[src/rtl/zc_cal_sequencer.sv]
// rtl/zc_cal_sequencer.sv - clear/calibrate/settle/track sequencer for the I/Q zero-crossing detector pair
// One shared counter serves clear length, calibration samples, settle samples and the tracking timeout.
module zc_cal_sequencer #(
    parameter int WIDTH          = 16,
    parameter int CNT_W          = 32,
    parameter int MAX_LOG_CAL    = 30,
    parameter int CLEAR_CYCLES   = 4,
    parameter int SETTLE_SAMPLES = 16
) (
    input  logic             clk,
    input  logic             reset_n,
    input  logic             start,
    input  logic             stop,
    input  logic [4:0]       cfg_log_cal_len,
    input  logic [WIDTH-1:0] cfg_threshold,
    input  logic [CNT_W-1:0] cfg_timeout,
    input  logic             cfg_auto_recal,
    input  logic             sample_valid,
    input  logic             zc_i_valid,
    input  logic             zc_q_valid,
    output logic             zc_clear,
    output logic             zc_init_cal,
    output logic [31:0]      zc_log_cal_len,
    output logic [WIDTH-1:0] zc_threshold,
    output logic             tracking,
    output logic             error,
    output logic             busy,
    output logic [15:0]      recal_count
);

    typedef enum logic [2:0] {
        S_IDLE     = 3'd0,
        S_CLEAR    = 3'd1,
        S_CAL_GO   = 3'd2,
        S_CAL_WAIT = 3'd3,
        S_SETTLE   = 3'd4,
        S_TRACK    = 3'd5,
        S_ERR      = 3'd6
    } state_t;

    localparam logic [4:0]       MAX_L    = 5'(MAX_LOG_CAL);
    localparam logic [CNT_W-1:0] CNT_ONE  = CNT_W'(1);
    localparam logic [CNT_W-1:0] CLR_LAST = CNT_W'(CLEAR_CYCLES - 1);
    localparam logic [CNT_W-1:0] SET_LAST = CNT_W'((SETTLE_SAMPLES > 0) ? SETTLE_SAMPLES - 1 : 0);

    state_t             state_q, state_d;
    logic [CNT_W-1:0]   cnt_q, cnt_d, tcnt;
    logic [4:0]         lat_log_q, lat_log_d;
    logic [WIDTH-1:0]   lat_thr_q, lat_thr_d;
    logic [CNT_W-1:0]   lat_to_q, lat_to_d;
    logic               lat_ar_q, lat_ar_d;
    logic [15:0]        recal_q, recal_d;
    logic               clear_q, clear_d, init_q, init_d;
    logic               track_q, track_d, err_q, err_d, busy_q, busy_d;
    logic [4:0]         log_out_q, log_out_d;
    logic [WIDTH-1:0]   thr_out_q, thr_out_d;
    logic               crossing;

    assign crossing = zc_i_valid | zc_q_valid;

    always_ff @(posedge clk or negedge reset_n) begin
        if (!reset_n) begin
            state_q   <= S_IDLE;
            cnt_q     <= '0;
            lat_log_q <= '0;
            lat_thr_q <= '0;
            lat_to_q  <= '0;
            lat_ar_q  <= 1'b0;
            recal_q   <= '0;
            clear_q   <= 1'b0;
            init_q    <= 1'b0;
            track_q   <= 1'b0;
            err_q     <= 1'b0;
            busy_q    <= 1'b0;
            log_out_q <= '0;
            thr_out_q <= '0;
        end else begin
            state_q   <= state_d;
            cnt_q     <= cnt_d;
            lat_log_q <= lat_log_d;
            lat_thr_q <= lat_thr_d;
            lat_to_q  <= lat_to_d;
            lat_ar_q  <= lat_ar_d;
            recal_q   <= recal_d;
            clear_q   <= clear_d;
            init_q    <= init_d;
            track_q   <= track_d;
            err_q     <= err_d;
            busy_q    <= busy_d;
            log_out_q <= log_out_d;
            thr_out_q <= thr_out_d;
        end
    end

    always_comb begin
        state_d   = state_q;
        cnt_d     = cnt_q;
        lat_log_d = lat_log_q;
        lat_thr_d = lat_thr_q;
        lat_to_d  = lat_to_q;
        lat_ar_d  = lat_ar_q;
        recal_d   = recal_q;
        tcnt      = cnt_q;
        case (state_q)
            S_IDLE, S_ERR: begin
                if (start) begin
                    lat_log_d = (cfg_log_cal_len > MAX_L) ? MAX_L : cfg_log_cal_len;
                    lat_thr_d = cfg_threshold;
                    lat_to_d  = cfg_timeout;
                    lat_ar_d  = cfg_auto_recal;
                    recal_d   = '0;
                    cnt_d     = '0;
                    state_d   = S_CLEAR;
                end
            end
            S_CLEAR: begin
                if (cnt_q == CLR_LAST) begin
                    cnt_d   = '0;
                    state_d = S_CAL_GO;
                end else begin
                    cnt_d = cnt_q + CNT_ONE;
                end
            end
            S_CAL_GO: begin
                if (lat_log_q == 5'd0) begin
                    cnt_d   = '0;
                    state_d = S_SETTLE;
                end else begin
                    cnt_d   = CNT_ONE << lat_log_q;
                    state_d = S_CAL_WAIT;
                end
            end
            S_CAL_WAIT: begin
                if (sample_valid) begin
                    if (cnt_q == CNT_ONE) begin
                        cnt_d   = '0;
                        state_d = S_SETTLE;
                    end else begin
                        cnt_d = cnt_q - CNT_ONE;
                    end
                end
            end
            S_SETTLE: begin
                if (SETTLE_SAMPLES == 0) begin
                    cnt_d   = '0;
                    state_d = S_TRACK;
                end else if (sample_valid) begin
                    if (cnt_q == SET_LAST) begin
                        cnt_d   = '0;
                        state_d = S_TRACK;
                    end else begin
                        cnt_d = cnt_q + CNT_ONE;
                    end
                end
            end
            S_TRACK: begin
                // A crossing clears the count even when a sample arrives in the same cycle.
                if (crossing) begin
                    tcnt = '0;
                end else if (sample_valid && (cnt_q != {CNT_W{1'b1}})) begin
                    tcnt = cnt_q + CNT_ONE;
                end
                cnt_d = tcnt;
                if (!crossing && (lat_to_q != '0) && (tcnt == lat_to_q)) begin
                    cnt_d = '0;
                    if (lat_ar_q) begin
                        state_d = S_CLEAR;
                        if (recal_q != 16'hFFFF) begin
                            recal_d = recal_q + 16'd1;
                        end
                    end else begin
                        state_d = S_ERR;
                    end
                end
            end
            default: begin
                cnt_d   = '0;
                state_d = S_IDLE;
            end
        endcase
        if (stop) begin
            cnt_d   = '0;
            state_d = S_IDLE;
        end
    end

    // Outputs are registered, so they are decoded from the next state.
    always_comb begin
        clear_d   = stop || (state_d == S_CLEAR);
        init_d    = (state_d == S_CAL_GO) && (lat_log_d != 5'd0);
        track_d   = (state_d == S_TRACK);
        err_d     = (state_d == S_ERR);
        busy_d    = (state_d != S_IDLE) && (state_d != S_ERR);
        log_out_d = (state_d == S_IDLE) ? 5'd0 : lat_log_d;
        thr_out_d = (state_d == S_IDLE) ? '0 : lat_thr_d;
    end

    assign zc_clear       = clear_q;
    assign zc_init_cal    = init_q;
    assign zc_log_cal_len = {27'd0, log_out_q};
    assign zc_threshold   = thr_out_q;
    assign tracking       = track_q;
    assign error          = err_q;
    assign busy           = busy_q;
    assign recal_count    = recal_q;

endmodule

[config.mk]
export PLATFORM = sky130hd
export DESIGN_NAME = zc_cal_sequencer
export DESIGN_NICKNAME = d
export VERILOG_FILES = /design/src/rtl/zc_cal_sequencer.sv
export SDC_FILE = /design/constraint.sdc
export NUM_CORES = 1
export LEC_CHECK = 0
export BUFFER_PORTS_ARGS = -buffer_cell sky130_fd_sc_hd__buf_2
export CAP_MARGIN = 20
export CORE_ASPECT_RATIO = 0.75
export CORE_MARGIN = 2
export CORE_UTILIZATION = 60
export CTS_BUF_LIST = sky130_fd_sc_hd__clkbuf_4 sky130_fd_sc_hd__clkbuf_8
export CTS_CLUSTER_SIZE = 20
export DETAILED_ROUTE_END_ITERATION = 7
export GPL_TIMING_DRIVEN = 1
export PLACE_DENSITY = 0.84
export SLEW_MARGIN = 20
export SYNTH_ARGS = -nofsm -noshare
export SYNTH_HDL_FRONTEND = slang
export SYNTH_SLANG_ARGS = --single-unit
[constraint.sdc]
create_clock -name clk -period 4.7 [get_ports clk]
set_clock_uncertainty 0.15 [all_clocks]
set_input_delay 0.47 -clock clk [delete_from_list [all_inputs] [get_ports clk]]
set_output_delay 0.47 -clock clk [all_outputs]
set_load 0.05 [all_outputs]
==> flow_summary.ini <==
[critical_path]
worstPathArrival_ns = 4.78
startpoint_type = flop
r2r_cells = 15
cp_data_required_time_ns = 4.84
end_kind = flop
critPathKind = flop to flop
r2r_slack_ns = 0.06
crit_fanout = 10
r2r_end = cnt_q[6]
reg2reg_from = cnt_q[1]

[sta]
slew_headroom = 0.251
final.period_utilization = 0.988
setup_tns_ns = 0
tightest_slew_ns = 1.11
clock.fmax_mhz = 215
setup_viol = 0
fin_ws_ns = 0.0579
min_period_ns = 4.64
rsz0062_at_grt = false
whs_ns = -0.0349
drv_slew = 0
hold_violations = 33

[floorplan]
ios = 130
fp.dieH_um = 113
initial_core_util = 0.618
fp.dieW_um = 149
core_um2 = 15300
die_area_um2 = 16800
row_count = 39

[pwr]
clock_power_share = 0.352
combPwrFrac = 0.194
p_seq_frac = 0.454
power.switching_w = 0.00103
intPower_w = 0.00187
powerDensity_nw_per_um2 = 265
ir_worst_vdd_v = 0.000249
p_sw_frac = 0.355
p_leak_nw = 4.92

[global_route]
grt_overflow = 0
grt_pass1_vias = 10100
grtUsageTotal = 0.445
grt_antenna_before_repair = 1
grt_pass1_wl_um = 57300
grt_max_degree = 102

[final_layout]
antenna_cells = 0
synthToLayoutAreaGrowth_pct = 15.8
n_fill_cell = 1284
instances_no_fill = 1560
nets = 1407
seq_area_um2 = 3280
multi_input_area_um2 = 5670
drive_gt1_frac = 0.191
final_area_um2 = 11000

[run_status]
violations = DRC, hold timing
run_status = finished, violations left

[route]
wl_per_cell_um = 23.3
wl_met1_um = 14400
ant_nets = 0
vias = 10700
drtPass1Iterations = 8
drt_iter0_drc = 1647
dr_wl_met3_um = 5570
dr_wl_met2_um = 14900
top_layer = met4
vias_per_cell = 6.86
drc = 10
totalWireLength_um = 36400

[synthesis]
synth_seq_cells = 131
synth_cell_types = 79
syn_avg_cell_area_um2 = 7.79
netlist_area_um2 = 9470
synth_area_leader_cell = dfrtp_1
synthTopCellsByCount = nand2_1, dfrtp_1, o21ai_0
ys.warnings.count = 0
synth_top_area_share = 0.346
synthCells = 1215
synth-async-reset-ratio = 1.00
ys_top_cells_by_area = dfrtp_1, nand2_1, o21ai_0
synth_edf_count = 0
yosysSeqAreaShare = 0.346
synth_ff_type = dfrtp_1
synth_most_common_cell = nand2_1

[run]
cap_violations = 0

[placement]
routabilityCongestion = 1.14
place_ws_ns = 0.0430
place_area_um2 = 10500
placed_cells = 1528
portBuffers = 102
dpl.hpwl_um = 25800

[clocking]
htreeDepth = 4
clockBufferDepth = 2
cts_root_buf = clkbuf_8
cts.sinks = 131
post-cts-setup-buffer-count = 0
cts_tree = done
clk_latency_ns = 0.46
numCtsBuffers = 17
path_clk_slew_ns = 0.09

[hold_path]
min_path_type = primary input to async pin
cells by family (layout without fill, tap and decap cells):
family	after synthesis	count (layout)	share of synthesized area
AOI/OAI and AO/OA	312	312	0.219
muxes	13	13	0.0140
other	1	27	0.000396
xor gates and xnor gates	51	51	0.0501
buffers and inverters	140	254	0.0697
DFF	131	131	0.346
and+or+nand+nor	563	563	0.295
adders and majority gates	4	4	0.00529
power groups by stage:
stage                     Clock (W)  Combinational (W)  Sequential (W)
after detailed placement          0           0.000538         0.00133
after global routing        0.00108           0.000605         0.00132
final                       0.00102           0.000563         0.00132
after floorplan                   0           0.000341         0.00133
after CTS                   0.00102           0.000544         0.00131
after global placement            0           0.000528         0.00133
sequential cells by signal, indices dropped and copies added, names as in the netlist, 3 cells and up:
| register | flops |
|---|---|
| cnt_q | 32 |
| lat_to_q | 32 |
| lat_thr_q | 16 |
| recal_count | 16 |
| zc_threshold | 16 |
| lat_log_q | 5 |
| log_out_q | 5 |
| state_q | 3 |
final cells by class:
cell class | instances | share of cell area
Clock inverter | 14 | 0.0149
Multi-Input combinational cell | 970 | 0.517
Tap cell | 205 | 0.0234
Clock buffer | 18 | 0.0220
Timing Repair Buffer | 199 | 0.116
Sequential cell | 131 | 0.299
Inverter | 23 | 0.00787
repair_timing:
action | CTS | global route
endpoints found under the setup margin | 2 | 53
hold buffers | 0 | 0
resized for setup | 1 | 6
worst max path at each step:
stage	end	slack, ns	from	cells past startpoint
floorplan	recal_count[7]	0.68	cnt_q[0]	14
global placement	cnt_q[6]	0.14	cnt_q[1]	14
detailed placement	recal_count[10]	0.04	cnt_q[1]	14
CTS	recal_count[10]	0.05	cnt_q[1]	14
global route	busy	0.04	cnt_q[1]	16
finish	cnt_q[6]	0.06	cnt_q[1]	15
critical path, cell delays in order, from the launching register on:
cell and delay, ns:
dfrtp_1 0.41, ha_1 0.21, and3_1 0.24, nand4_4 0.15, o21ai_1 0.25, buf_4 0.25
or3_1 0.40, a2111o_1 0.44, o311a_1 0.16, a311o_1 0.40, nor4_4 0.31, buf_4 0.23
buf_4 0.23, nor3_1 0.08, o21ai_0 0.33, o311ai_0 0.23
metal layers:
layer,track usage,vias up
met2,0.623,893
met4,0.181,0
met5,0,-
met1,0.617,5008
met3,0.173,150
li1,-,4650
metrics by stage:
step           hold slack (ns)  utilization  power [W]
4_1_cts                0.00411        0.714    0.00288
3_5_place_dp             0.306        0.687    0.00187
6_report               -0.0349        0.716    0.00290
5_1_grt                 0.0453        0.716    0.00301
2_1_floorplan           0.0244            -    0.00168
3_3_place_gp             0.302        0.687    0.00185
cell usage in the layout (no fill, tap or decap), types with 7 or more instances in the layout:
cell type,n
inv_1,23
nor2b_1,14
dfrtp_1,131
and3_1,11
nor2_1,72
nand2_1,240
o221ai_1,14
xnor2_1,33
nor3b_1,7
nor4_1,27
clkbuf_8,17
a31oi_1,10
and4_1,12
conb_1,27
or2_2,8
a21oi_1,70
a22oi_1,9
o31ai_1,9
o211ai_1,13
mux2i_1,11
a211oi_1,9
or3_1,24
buf_4,95
xor2_1,16
nand4_1,24
o21ai_0,75
and2_1,8
nand3_1,26
nand2b_1,9
o22ai_1,21
nor3_1,46
buf_2,101
inv_6,7
or4_1,14
Power figures use the tool's default switching activity.
